--- src/rtl/genius_pkg.sv ---
// Shared definitions for the button front-end, sequence memory and checker.
// Colour codes and the press-arbitration state encoding live here.
package genius_pkg;

   localparam int NUM_BTNS = 3;

   localparam logic [1:0] BTN_CODE_0 = 2'd0;
   localparam logic [1:0] BTN_CODE_1 = 2'd1;
   localparam logic [1:0] BTN_CODE_2 = 2'd2;

   typedef enum logic {
      IDLE = 1'b0,
      HELD = 1'b1
   } btn_state_e;

   // Caller guarantees i_oh is one-hot.
   function automatic logic [1:0] btn_code(
      input logic [NUM_BTNS-1:0] i_oh
   );
      logic [1:0] w_code;
      w_code = BTN_CODE_0;
      unique case (1'b1)
         i_oh[0]: w_code = BTN_CODE_0;
         i_oh[1]: w_code = BTN_CODE_1;
         i_oh[2]: w_code = BTN_CODE_2;
         default: w_code = BTN_CODE_0;
      endcase
      return w_code;
   endfunction

endpackage

--- src/rtl/btn_debounce.sv ---
// One button bit: two-flop synchronizer, polarity fix and
// saturating-free debounce counter producing an active-high stable level.
module btn_debounce #(
   parameter int DEBOUNCE_CYCLES = 50000,
   parameter bit ACTIVE_LOW      = 1'b1,
   parameter int CNT_W           = $clog2(DEBOUNCE_CYCLES + 1)
) (
   input  logic i_clk,
   input  logic i_rst,
   input  logic i_raw,
   output logic o_stable
);

   localparam logic             REL  = ACTIVE_LOW;
   localparam logic [CNT_W-1:0] LAST = CNT_W'(DEBOUNCE_CYCLES - 1);

   logic             r_sync1;
   logic             r_sync2;
   logic             r_stable;
   logic [CNT_W-1:0] r_cnt;
   logic             w_lvl;

   assign w_lvl    = r_sync2 ^ REL;
   assign o_stable = r_stable;

   always_ff @(posedge i_clk or posedge i_rst) begin
      if (i_rst) begin
         r_sync1  <= REL;
         r_sync2  <= REL;
         r_stable <= 1'b0;
         r_cnt    <= '0;
      end else begin
         r_sync1 <= i_raw;
         r_sync2 <= r_sync1;
         if (w_lvl == r_stable) begin
            r_cnt <= '0;
         end else if (r_cnt == LAST) begin
            r_stable <= w_lvl;
            r_cnt    <= '0;
         end else begin
            r_cnt <= r_cnt + 1'b1;
         end
      end
   end

endmodule

--- src/rtl/btn_input_conditioner.sv ---
// Debounces the three player buttons and turns each physical press into
// one registered press event, rejecting chords until full release.
module btn_input_conditioner
   import genius_pkg::*;
#(
   parameter int DEBOUNCE_CYCLES = 50000,
   parameter bit ACTIVE_LOW      = 1'b1,
   parameter int CNT_W           = $clog2(DEBOUNCE_CYCLES + 1)
) (
   input  logic                clock,
   input  logic                reset,
   input  logic [NUM_BTNS-1:0] btn_raw,
   output logic                press_valid,
   output logic [1:0]          press_code,
   output logic [NUM_BTNS-1:0] press_onehot,
   output logic                chord_err,
   output logic [NUM_BTNS-1:0] btn_level,
   output logic                busy
);

   logic [NUM_BTNS-1:0] w_stable;

   btn_state_e          r_state;
   logic                r_valid;
   logic [1:0]          r_code;
   logic [NUM_BTNS-1:0] r_onehot;
   logic                r_chord;
   logic [NUM_BTNS-1:0] r_level;
   logic                r_busy;

   for (genvar g = 0; g < NUM_BTNS; g++) begin : g_db
      btn_debounce #(
         .DEBOUNCE_CYCLES(DEBOUNCE_CYCLES),
         .ACTIVE_LOW     (ACTIVE_LOW),
         .CNT_W          (CNT_W)
      ) u_db (
         .i_clk   (clock),
         .i_rst   (reset),
         .i_raw   (btn_raw[g]),
         .o_stable(w_stable[g])
      );
   end

   // IDLE is only entered with all levels low, so any nonzero
   // level seen in IDLE is a rise in that cycle.
   always_ff @(posedge clock or posedge reset) begin
      if (reset) begin
         r_state  <= IDLE;
         r_valid  <= 1'b0;
         r_code   <= BTN_CODE_0;
         r_onehot <= '0;
         r_chord  <= 1'b0;
         r_level  <= '0;
         r_busy   <= 1'b0;
      end else begin
         r_valid  <= 1'b0;
         r_code   <= BTN_CODE_0;
         r_onehot <= '0;
         r_chord  <= 1'b0;
         r_level  <= w_stable;
         unique case (r_state)
            IDLE: begin
               if (w_stable != '0) begin
                  if ($onehot(w_stable)) begin
                     r_valid  <= 1'b1;
                     r_code   <= btn_code(w_stable);
                     r_onehot <= w_stable;
                  end else begin
                     r_chord <= 1'b1;
                  end
                  r_state <= HELD;
                  r_busy  <= 1'b1;
               end
            end
            HELD: begin
               if (w_stable == '0) begin
                  r_state <= IDLE;
                  r_busy  <= 1'b0;
               end
            end
            default: begin
               r_state <= IDLE;
               r_busy  <= 1'b0;
            end
         endcase
      end
   end

   assign press_valid  = r_valid;
   assign press_code   = r_code;
   assign press_onehot = r_onehot;
   assign chord_err    = r_chord;
   assign btn_level    = r_level;
   assign busy         = r_busy;

endmodule

--- config.mk ---
export PLATFORM = sky130hd
export DESIGN_NAME = btn_input_conditioner
export DESIGN_NICKNAME = d
export VERILOG_FILES = /design/src/rtl/genius_pkg.sv /design/src/rtl/btn_debounce.sv /design/src/rtl/btn_input_conditioner.sv
export SDC_FILE = /design/constraint.sdc
export NUM_CORES = 1
export LEC_CHECK = 0
export ABC_AREA = 1
export BUFFER_PORTS_ARGS = -buffer_cell sky130_fd_sc_hd__buf_2
export CAP_MARGIN = 20
export CELL_PAD_IN_SITES_DETAIL_PLACEMENT = 0
export CELL_PAD_IN_SITES_GLOBAL_PLACEMENT = 2
export CORE_ASPECT_RATIO = 1.2
export CORE_MARGIN = 2
export CORE_UTILIZATION = 39
export CTS_BUF_LIST = sky130_fd_sc_hd__clkbuf_2
export CTS_CLUSTER_DIAMETER = 60
export DETAILED_ROUTE_END_ITERATION = 8
export HOLD_SLACK_MARGIN = 0.03
export PLACE_DENSITY = 0.87
export SLEW_MARGIN = 20
export SYNTH_ARGS = -nofsm -noshare
export SYNTH_HDL_FRONTEND = slang
export SYNTH_SLANG_ARGS = --single-unit
--- constraint.sdc ---
create_clock -name clock -period 3.04 [get_ports clock]
set_input_delay 0.608 -clock clock [delete_from_list [all_inputs] [get_ports clock]]
set_output_delay 0.608 -clock clock [all_outputs]
set_load 0.01 [all_outputs]
# Word-level counts from Yosys, hierarchy flattened
# Index checks and enable logic that the tools add are counted.
op_classes:
  bitwise_logic: 7
  n_reduce_logical: 6
  mux: 25
  addsub: 5
  n_eq_ne: 9
ops:
  columns: ["op", "count"]
  rows:
  - ["$mux W16", 6]
  - ["$add A16 B1 Y16 const B", 3]
  - ["$eq A16 B16 Y1 const B", 3]
  - ["$mux W1", 10]
  - ["$mux W3", 3]
  - ["$reduce_and A2 Y1", 4]
  - ["$not A1 Y1", 7]
  - ["$mux W2", 3]
  - ["$pmux W1 S2", 2]
  - ["$pmux W2 S2", 1]
  - ["$eq A1 B1 Y1", 3]
  - ["$logic_not A3 Y1", 1]
  - ["$reduce_bool A3 Y1", 1]
  - ["$add A1 B1 Y2", 1]
  - ["$add A2 B1 Y2", 1]
  - ["$eq A2 B1 Y1 const B", 1]
  - ["$ne A2 B1 Y1 const B", 1]
  - ["$ne A2 B2 Y1 const B", 1]
totals:
  wordCells: 71
  input_bits: 5
  register_bits: 69

# Longest topological paths before layout
logic_depth:
  depth_word: 6
  mapped_depth: 7
  mapped_depth_nobuf: 7

# Modules after synthesis
# Synthesis repeated with hierarchy kept, for this count alone.
hier_totals:
  cells_unflattened: 405
  area_unflattened_um2: 3646.0
by_module_without_submodules:
  columns: ["mod", "instances", "cells_per_inst", "area_per_inst_um2"]
  rows:
  - ["btn_debounce", 3, 123, 1066.0]
  - ["btn_input_conditioner", 1, 36, 447.9]

# Worst setup path after synthesis
# OpenSTA, ideal clock, no wires.
synth_path:
  kind: "register to register"
  start: "reg g_db[0].u_db.r_stable"
  end: "reg r_valid (netlist: press_valid)"
  t_arrival_ns: 1.271
  synth_period_minus_slack_ns: 1.354
  path_buffers: 0
  setup_ns: 0.083
  setup_slack_ns: 1.686
  path_stages_with_launch: 4
  path_cell_list: "dfrtp_1 -> fa_1 -> nand3_1 -> a31oi_1"
synth_via:
  elab_chain_cells: 6
  word_cells_on_any_way: 7
synth_rtl:
  columns: ["element", "line", "text"]
  rows:
  - ["from (decl)", "btn_debounce.sv:19", "logic r_stable;"]
  - ["from (signal assigned)", "btn_debounce.sv:38", "r_stable <= w_lvl;"]
  - ["$add A1 B1 Y2 (implied by the code)", "btn_input_conditioner.sv:64", "if ($onehot(w_stable)) begin"]
  - ["$add A2 B1 Y2 (implied by the code)", "btn_input_conditioner.sv:64", null]
  - ["$eq A2 B1 Y1", "btn_input_conditioner.sv:64", null]
  - ["$mux W1", "btn_input_conditioner.sv:64", null]
  - ["$mux W1 (*)", "btn_input_conditioner.sv:63", "if (w_stable != '0) begin"]
  - ["$mux W1 (*)", "btn_input_conditioner.sv:61", "unique case (r_state)"]
  - ["to (signal assigned)", "btn_input_conditioner.sv:49", "r_valid <= 1'b0;"]
  - ["to (signal assigned)", "btn_input_conditioner.sv:56", "r_valid <= 1'b0;"]
  - ["to (signal assigned)", "btn_input_conditioner.sv:65", "r_valid <= 1'b1;"]
  - ["to (decl)", "btn_input_conditioner.sv:24", "logic r_valid;"]
# Mark *: on every way between the ends. The rest lies on a longest branch, timed or not.
# A chain may end at the register's enable or synchronous reset.

# Worst setup path in the final report
layout_path:
  start: "reg r_busy (netlist: busy)"
  end: "out busy"
layout_rtl:
  columns: ["element", "line", "text"]
  rows:
  - ["from (decl)", "btn_input_conditioner.sv:29", "logic r_busy;"]
  - ["from (signal assigned)", "btn_input_conditioner.sv:54", "r_busy <= 1'b0;"]
  - ["from (signal assigned)", "btn_input_conditioner.sv:72", "r_busy <= 1'b1;"]
  - ["from (signal assigned)", "btn_input_conditioner.sv:78", "r_busy <= 1'b0;"]
  - ["to (decl)", "btn_input_conditioner.sv:18", "output logic busy"]
# No word-level cell between the ends.

==> results.tsv <==
metric	value	unit
Cell Area, Synth	0.00339	mm²
initial core utilization	39.7	%
share of cells above drive strength 1	17.1	%
Power Dens Cells	427	mW/mm²
CTS tree	built	
largest net degree at the start of global routing	28	
R2R depth	3	
Setup TNS	0	ps
Worst Max-Slew Pin Slew	579	ps
CP arrival	1070	ps
DRT iter0 DRCs	147	
syn_area_per_cell	8.62	µm²
ant diodes	0	
RSZ-0062 raised after global routing	no	
post-synthesis cell count	393	
Post-Synthesis Net Count	404	
via count	2548	
RR Startpoint	g_db[1].u_db.o_stable$_DFFE_PP0P_	
data required time at the worst endpoint	2430	ps
WL final	6.74	mm
sequential element share of the synthesized area	51.2	%
IO Count	16	
critical path depth	1	
critical path's largest stage delay	430	ps
pre-CTS WS	1530	ps
WL/cell	12.4	µm
Residual DRC	0	
Post CTS Setup Buffer Count	0	
initial antenna violation count	0	
Final ANT Viol Nets	0	
WHS	107	ps
Synth warnings	0	
final hold vios	0	
max-cap viol count	0	
Num CTS Buffers	9	
Reg-to-Reg End	press_valid$_DFF_PP0_	
worst path cell trace	buf_2	
CP startpoint	busy$_DFFE_PP0P_	
maximum fanout along the worst path	2	
post-CTS sizing	0	
Cell variety after synth	26	
drt pass-1 iters	4	
synthesis-stage register bit count	69	
Final WS setup	1360	ps
GRT Total Usage	16.4	%
Nets	432	
CP Launch Type	register	
Clock Skews	25.5	ps
DIE AREA	0.00945	mm²
flop2flop setup slack	1570	ps
number of placed instances, taps included	527	
grt total ovfl	0	
vias in the first global route	2576	
clk slew on worst S/H paths	190	ps
die height	106	µm
gpl congestion	0.785	
Static Leak	0.00176	µW
CP top delay family	flip-flops	
worst skew pair latency	490	ps
CP endpoint	busy	
status	finished, final reports clean	
crit end category	output port	
Rows	37	
post-DP HPWL	5.09	mm
CTS Buffer Depth	2	
H-tree depth	3	
Slowest-stage cell, CP	dfrtp_1	
Core Footprint	0.00852	mm²
fin cells	543	
worst vdd ir	0.185	mV
Clock Sinks	69	
crit path kind	reg2out	
CTS Hold Bufs	0	
Area growth, synth to finish	10.9	%
Setup Viol. Count Final	0	
Tmin final	1680	ps
fin. max-slew vios	0	
first-pass GRT wire length	11.8	mm
DR vias/cell	4.69	
Port Buffer Count	15	
die width	89.1	µm
Root Buffer	clkbuf_2	
worst path buffer plus inverter count	1	
Tcrit/Tclk final	55.4	%
relative slew slack	61.1	%
Max Fclk	594	MHz
Hold/Removal Path Class	in2async	
## worst min-delay path by stage
stage	slack, ps	end	cells after the start
global placement	350	g_db[0].u_db.r_sync2$_DFF_PP1_	0
detailed placement	350	g_db[1].u_db.r_sync2$_DFF_PP1_	0
floorplan	350	g_db[0].u_db.r_sync2$_DFF_PP1_	0
CTS	110	g_db[2].u_db.r_cnt[10]$_DFF_PP0_	2
global route	100	g_db[2].u_db.r_cnt[14]$_DFF_PP0_	2
finish	110	g_db[2].u_db.r_cnt[10]$_DFF_PP0_	2
## logic make-up after synthesis
group                      after synthesis  synth area share (%)
adders and majority gates                6                  2.44
DFF                                     69                  51.2
AOI/OAI and AO/OA                       19                  3.25
xor gates and xnor gates                28                  7.69
buffers and inverters                   44                  4.88
and+or+nand+nor                        227                  30.5
## stage by stage
stage	power (µW)	util [%]	instance area, µm²
after floorplan	1010	-	3390
after global placement	1030	42.5	3620
after detailed placement	1030	42.5	3620
after CTS	1630	44.1	3750
after global routing	1680	44.1	3750
final	1600	44.1	3750
## flip-flops by register name, indices dropped and copies added (netlist names)
register and flops:
r_state 1, g_db.u_db.r_sync1 3, press_valid 1, press_code 2
chord_err 1, g_db.u_db.o_stable 3, btn_level 3, g_db.u_db.r_sync2 3
g_db.u_db.r_cnt 48, press_onehot 3, busy 1
## power by group
group / leakage, µW / total (µW) / internal [µW] / switching [µW]
Sequential: 0.000936 / 948 / 936 / 12.6
Clock: 0.0000822 / 594 / 282 / 312
Combinational: 0.000746 / 62.4 / 19.6 / 42.7
## cell usage in the layout (no fill, tap or decap), types with 3 or more instances in the layout
master	count
inv_1	41
nor3_2	3
dfrtp_1	63
a21oi_1	4
clkbuf_2	12
nor2_1	95
a31oi_1	6
o21ai_1	5
ha_1	5
nand3_2	4
xor2_1	16
nor2_2	8
dfstp_2	6
nand4_1	8
xnor2_1	10
inv_2	3
nand3_1	32
buf_2	15
nand2_2	9
o21bai_1	3
nand2_1	63
## synth_stat cells
library cell	count	share of area (%)
or2_2	1	0.18
nand3_1	32	4.7
nand2_2	9	1.7
nand4_1	8	1.5
nor2_2	8	1.5
dfstp_2	6	4.7
nor2_4	1	0.33
fa_1	1	0.59
xnor2_2	2	0.96
o21ai_0	1	0.15
a31oi_1	6	1.1
inv_2	2	0.22
nor3_2	3	0.89
ha_1	5	1.8
xnor2_1	10	2.6
nor2_1	95	11
inv_1	42	4.7
o21bai_1	3	0.67
a21oi_1	4	0.59
xor2_1	16	4.1
nand3_2	4	1.2
dfrtp_1	63	47
nor3b_2	2	0.74
nand2_1	63	7.0
o21ai_1	5	0.74
nand2_4	1	0.33
## layer usage
| metal | wire [µm] | track usage, % | vias to the layer above |
|---|---|---|---|
| met1 | 2990 | 20.2 | 1193 |
| met3 | 182 | 3.57 | 18 |
| met5 | 0 | 0 | - |
| met2 | 3370 | 27.1 | 38 |
| met4 | 195 | 7.78 | 0 |
| li1 | - | - | 1299 |
## cell type report
type	instances	area, µm²
Clock buffer	12	60.1
Clock inverter	4	72.6
Fill cell	899	4760
Sequential cell	69	1730
Tap cell	117	146
Multi-Input combinational cell	280	1490
Timing Repair Buffer	17	90.1
Inverter	44	165
Note: power is estimated with default switching activity, not from simulation.
